File: src/rtl/cc_pkg.sv
// Shared definitions for the CC link receiver.
// FSM state encoding, default timing/frame parameters, address width.
package cc_pkg;

  localparam int CC_ADDR_W       = 12;
  localparam int BIT_CYCLES_DEF  = 51;
  localparam int HALF_BIT_DEF    = 25;
  localparam int SUBFRAME_DEF    = 2048;
  localparam int GAP_TIMEOUT_DEF = 1024;

  typedef enum logic [2:0] {
    S_IDLE  = 3'd0,
    S_START = 3'd1,
    S_DATA  = 3'd2,
    S_STOP  = 3'd3,
    S_WRITE = 3'd4,
    S_BREAK = 3'd5
  } cc_state_e;

endpackage

File: src/rtl/cc_rx_sync.sv
// Two-flop synchronizer on rx plus a third flop for falling-edge detect.
// Ports: clock, reset (sync, high), rx in; rs (synced rx), fall out.
module cc_rx_sync (
  input  logic clock,
  input  logic reset,
  input  logic rx,
  output logic rs,
  output logic fall
);

  logic s1_q, s2_q, s3_q;
  logic s1_d, s2_d, s3_d;

  always_comb begin
    s1_d = rx;
    s2_d = s1_q;
    s3_d = s2_q;
  end

  always_ff @(posedge clock) begin
    if (reset) begin
      s1_q <= 1'b1;
      s2_q <= 1'b1;
      s3_q <= 1'b1;
    end else begin
      s1_q <= s1_d;
      s2_q <= s2_d;
      s3_q <= s3_d;
    end
  end

  assign rs   = s2_q;
  assign fall = s3_q & ~s2_q;

endmodule

File: src/rtl/cc_receive.sv
// CC link serial byte receiver: writes bytes to frame RAM, flags frames.
// Ports: clock, reset, rx in; wraddress, wrdata, wren, frame_rdy,
// frame_err, byte_cnt out.
module cc_receive
  import cc_pkg::*;
#(
  parameter int SUBFRAME    = SUBFRAME_DEF,
  parameter int BIT_CYCLES  = BIT_CYCLES_DEF,
  parameter int HALF_BIT    = HALF_BIT_DEF,
  parameter int GAP_TIMEOUT = GAP_TIMEOUT_DEF
) (
  input  logic        clock,
  input  logic        reset,
  input  logic        rx,
  output logic [11:0] wraddress,
  output logic [7:0]  wrdata,
  output logic        wren,
  output logic        frame_rdy,
  output logic        frame_err,
  output logic [12:0] byte_cnt
);

  localparam int TW = $clog2(BIT_CYCLES + 1);
  localparam int GW = $clog2(GAP_TIMEOUT + 1);

  logic rs, fall;

  cc_rx_sync u_sync (
    .clock (clock),
    .reset (reset),
    .rx    (rx),
    .rs    (rs),
    .fall  (fall)
  );

  cc_state_e      state_q, state_d;
  logic [TW-1:0]  timer_q, timer_d;
  logic [2:0]     bit_q, bit_d;
  logic [7:0]     shift_q, shift_d;
  logic [CC_ADDR_W-1:0] addr_q, addr_d;
  logic [12:0]    cnt_q, cnt_d;
  logic [GW-1:0]  gap_q, gap_d;
  logic           rdy_q, rdy_d;
  logic           err_q, err_d;

  always_comb begin
    state_d = state_q;
    timer_d = timer_q;
    bit_d   = bit_q;
    shift_d = shift_q;
    addr_d  = addr_q;
    cnt_d   = cnt_q;
    gap_d   = gap_q;
    rdy_d   = 1'b0;
    err_d   = 1'b0;
    // count shows SUBFRAME for the rdy cycle, then the frame restarts
    if (rdy_q) begin
      cnt_d = '0;
      addr_d = '0;
    end
    unique case (state_q)
      S_IDLE: begin
        if (fall) begin
          timer_d = '0;
          gap_d   = '0;
          state_d = S_START;
        end else if (cnt_q != '0 && !rdy_q) begin
          if (gap_q == GW'(GAP_TIMEOUT - 1)) begin
            err_d  = 1'b1;
            cnt_d  = '0;
            addr_d = '0;
            gap_d  = '0;
          end else begin
            gap_d = gap_q + 1'b1;
          end
        end
      end
      S_START: begin
        if (timer_q == TW'(HALF_BIT - 1)) begin
          timer_d = '0;
          bit_d   = '0;
          state_d = rs ? S_IDLE : S_DATA;
        end else begin
          timer_d = timer_q + 1'b1;
        end
      end
      S_DATA: begin
        if (timer_q == TW'(BIT_CYCLES - 1)) begin
          timer_d = '0;
          shift_d[bit_q] = rs;
          bit_d = bit_q + 1'b1;
          if (bit_q == 3'd7) state_d = S_STOP;
        end else begin
          timer_d = timer_q + 1'b1;
        end
      end
      S_STOP: begin
        if (timer_q == TW'(BIT_CYCLES - 1)) begin
          timer_d = '0;
          if (rs) begin
            state_d = S_WRITE;
          end else begin
            err_d   = 1'b1;
            cnt_d   = '0;
            addr_d  = '0;
            state_d = S_BREAK;
          end
        end else begin
          timer_d = timer_q + 1'b1;
        end
      end
      S_BREAK: begin
        // hold off until the line returns high
        if (rs) state_d = S_IDLE;
      end
      S_WRITE: begin
        addr_d  = addr_q + 1'b1;
        cnt_d   = cnt_q + 1'b1;
        gap_d   = '0;
        rdy_d   = (cnt_q + 13'd1) == 13'(SUBFRAME);
        state_d = S_IDLE;
      end
      default: state_d = S_IDLE;
    endcase
  end

  always_ff @(posedge clock) begin
    if (reset) begin
      state_q <= S_IDLE;
      timer_q <= '0;
      bit_q   <= '0;
      shift_q <= '0;
      addr_q  <= '0;
      cnt_q   <= '0;
      gap_q   <= '0;
      rdy_q   <= 1'b0;
      err_q   <= 1'b0;
    end else begin
      state_q <= state_d;
      timer_q <= timer_d;
      bit_q   <= bit_d;
      shift_q <= shift_d;
      addr_q  <= addr_d;
      cnt_q   <= cnt_d;
      gap_q   <= gap_d;
      rdy_q   <= rdy_d;
      err_q   <= err_d;
    end
  end

  assign wren      = (state_q == S_WRITE);
  assign wrdata    = shift_q;
  assign wraddress = addr_q;
  assign byte_cnt  = cnt_q;
  assign frame_rdy = rdy_q;
  assign frame_err = err_q;

endmodule
File: config.mk
export PLATFORM = sky130hd
export DESIGN_NAME = cc_receive
export DESIGN_NICKNAME = d
export VERILOG_FILES = /design/src/rtl/cc_pkg.sv /design/src/rtl/cc_rx_sync.sv /design/src/rtl/cc_receive.sv
export SDC_FILE = /design/constraint.sdc
export NUM_CORES = 1
export LEC_CHECK = 0
export BUFFER_PORTS_ARGS = -buffer_cell sky130_fd_sc_hd__buf_2
export CELL_PAD_IN_SITES_DETAIL_PLACEMENT = 0
export CELL_PAD_IN_SITES_GLOBAL_PLACEMENT = 1
export CORE_UTILIZATION = 41
export CTS_CLUSTER_DIAMETER = 80
export DETAILED_ROUTE_END_ITERATION = 12
export GPL_TIMING_DRIVEN = 0
export PLACE_DENSITY_LB_ADDON = 0.3
export RECOVER_POWER = 50
export SLEW_MARGIN = 5
export SYNTH_ARGS = -nofsm -noshare
export SYNTH_HDL_FRONTEND = slang
export SYNTH_SLANG_ARGS = --single-unit
File: constraint.sdc
create_clock -name clock -period 3.5 [get_ports clock]
set_clock_uncertainty 0.15 [all_clocks]
set_input_delay 0.7 -clock clock [delete_from_list [all_inputs] [get_ports clock]]
set_output_delay 0.7 -clock clock [all_outputs]
set_load 0.05 [all_outputs]
==> flow_summary.json <==
{
  "status": "complete, no violations",
  "layout.filler_cells": 801,
  "post-route-period-util_pct": 89.6,
  "layout_min_cycle_time_ns": 3.13,
  "worstPathCellList": "buf_2 -> inv_1 -> nand2b_1 -> clkinv_1 -> clkbuf_1 -> buf_2",
  "die_w_um": 91.5,
  "ys_types": 58,
  "crit_path_class": "reg2out",
  "worstPathRequired_ns": 2.65,
  "grt_pass1_vias": 2936,
  "max-cap-violations": 0,
  "mappedNetlistNets": 414,
  "crit_slowest_cell": "clkbuf_1",
  "critical_path.most_common_cell": "buf_2",
  "worst_setup_hold_path_clk_slew_ns": 0.07,
  "num_clock_sinks": 61,
  "async_reset_ff_share_pct": 0,
  "numCtsBuffers": 9,
  "pwr_density_cell_mw_per_mm2": 447,
  "clk_latency_ns": 0.34,
  "ir_drop_mv": 0.292,
  "globalplace.congestion": 0.851,
  "crit_fanout": 10,
  "fmax_mhz": 319,
  "grt_max_degree": 11,
  "num_ports": 39,
  "post_dp_cell_area_mm2": 0.00360,
  "synth.top_cells.by_area": "dfxtp_1 37%, nor2_1 5.6%, a21oi_1 4.0%",
  "grt_overflow_total": 0,
  "ys.flop_type": "dfxtp_1",
  "placeable_core_area_mm2": 0.00773,
  "die_area_mm2": 0.00837,
  "row_count": 32,
  "place.detailed.hpwl_mm": 5.86,
  "timing_worst_slew_pin_value_ns": 0.776,
  "netlist_area_mm2": 0.00328,
  "hold_viol": 0,
  "rsz0062_at_grt": "false",
  "wirelength_mm": 8.25,
  "detail_route.wl_per_cell_um": 14.8,
  "grt_antenna_before_repair": 0,
  "part_of_the_yosys_area_used_for_sequential_elements_pct": 37.2,
  "port-buffer-count": 38,
  "antennaDiodeCount": 0,
  "via_count_normalized_by_instance_count": 5.62,
  "globalRouteTotalUtil_pct": 20.8,
  "worst_setup_path_start_kind": "flop",
  "leading_cell_type_in_the_layout_fill_and_taps_excluded": "dfxtp_1",
  "area_growth_pct": 15.2,
  "final_layout_size_suffix_gt1_share_pct": 8.99,
  "length_of_the_first_detailed_routing_pass_in_iterations": 5,
  "power.static_leakage_nw": 1.26,
  "drc": 0,
  "post-synth-top-area-fraction_pct": 37.2,
  "timing.max_slew.rel_slack_pct": 47.8,
  "layout.core_utilization_pct": 48.9,
  "die_height_um": 91.5,
  "initialDrtViolationCount": 139,
  "maxSlewViolCount": 0,
  "syn-instance-count": 402,
  "synth-edff-count": 0,
  "arrival_ns": 2.28,
  "setup_violations": 0,
  "synthesis.yosys.warnings": 0,
  "global_route_wire_length_before_repair_mm": 14.0,
  "htree_num_levels": 3,
  "net_total_in_the_final_layout": 463,
  "postRouteAntennaNets": 0,
  "cts-hold-fix-buffers": 0,
  "post_cts_resize_count": 0,
  "tritoncts_clock_tree": "built",
  "synth_area_leader_cell": "dfxtp_1",
  "cts.root.buffer_cell": "clkbuf_8",
  "fin_area_mm2": 0.00378,
  "critPathCaptureType": "output port",
  "starting_density_of_the_core_pct": 42.5,
  "totalNegativeSetupSlack_ns": 0,
  "critPathTopFamily": "buffers and inverters",
  "cp.buffers_inverters": 5,
  "min-delay-path-class": "reg2reg",
  "cts_setup_buffers": 0,
  "final_cell_mix": "61 x dfxtp_1, 50 x clkbuf_1, 49 x nor2_1, 29 x nand2_1, 26 x a21oi_1",
  "clock_tree.buffer_depth": 2,
  "synth.ff_latch_count": 61,
  "vias": 3136,
  "timing.critical_path.slowest_cell_delay_ns": 0.39,
  "postSynthAreaPerCell_um2": 8.17
}
-- path summary, 6_finish.rpt --
path                            slack, ns         from  cells past startpoint            to
worst max-delay path                 0.37   state_q[0]                      6          wren
worst min-delay path                 0.26  u_sync.s1_q                      1     u_sync.rs
worst max register to register       0.96   timer_q[0]                      8  wraddress[7]
worst min register to register       0.26  u_sync.s1_q                      1     u_sync.rs
-- synthesized netlist by cell type, drive strengths merged, types with 3 or more instances --
cell type and instances:
dfxtp 61, nor2 49, nand2 29, a21oi 27
nand3 21, inv 15, nor3 15, o21ai 15
clkbuf 14, a311oi 13, nand2b 11, mux2i 10
nand4 10, a211oi 9, and3 9, buf 9
ha 9, nor4 7, nand3b 5, o21a 5
xor2 5, or2 4, or3 4, xnor2 4
a21o 3, a31oi 3, a41oi 3, nor3b 3
nor4b 3, o31ai 3, or4 3
-- metal layers --
layer	global-route usage, %	share of wire (%)	up-vias
met5	0	0	-
li1	-	-	1570
met1	29.4	50	1491
met2	31.2	44	65
met4	8.47	1.4	0
met3	3.60	4.0	10
-- registers in the layout, summed over array words and instances (netlist names) --
register     count
u_sync.s3_q      1
timer_q          6
u_sync.rs        1
byte_cnt        13
frame_err        1
wraddress       12
gap_q           11
u_sync.s1_q      1
frame_rdy        1
wrdata           8
state_q          3
bit_q            3
-- power breakdown --
group,internal (mW),switching (mW)
Combinational,0.0800,0.170
Sequential,0.709,0.0138
Clock,0.438,0.280
-- cells by family after synthesis --
logic type | Yosys count | share of synthesized area, %
compound gates | 93 | 19.1
xor+xnor | 9 | 2.40
fa+ha+maj | 9 | 3.43
buf+inv | 39 | 4.95
flops | 61 | 37.2
mux | 11 | 3.39
simple gates | 180 | 29.5
-- per-stage QoR --
stage          worst slack (ns)  total power, mW  hold WS (ns)  cells
2_1_floorplan              1.03            0.924         0.239    402
3_3_place_gp              0.689            0.985         0.243    542
3_5_place_dp              0.735            0.987         0.243    542
4_1_cts                   0.361             1.71         0.260    558
5_1_grt                   0.207             1.76         0.278    558
6_report                  0.365             1.69         0.259    558
-- final cells by class --
class                      instances  area [um2]  share of cell area, %
sequential                        61        1220                   32.3
inverter                          16        60.1                   1.59
tap                              102         128                   3.37
clock buffer                      12         155                   4.10
multi-input combinational        302        1900                   50.2
buffer                            23         103                   2.71
clock inverter                     4        70.1                   1.85
timing repair buffer              38         145                   3.84
(Power assumes the default switching activity.)
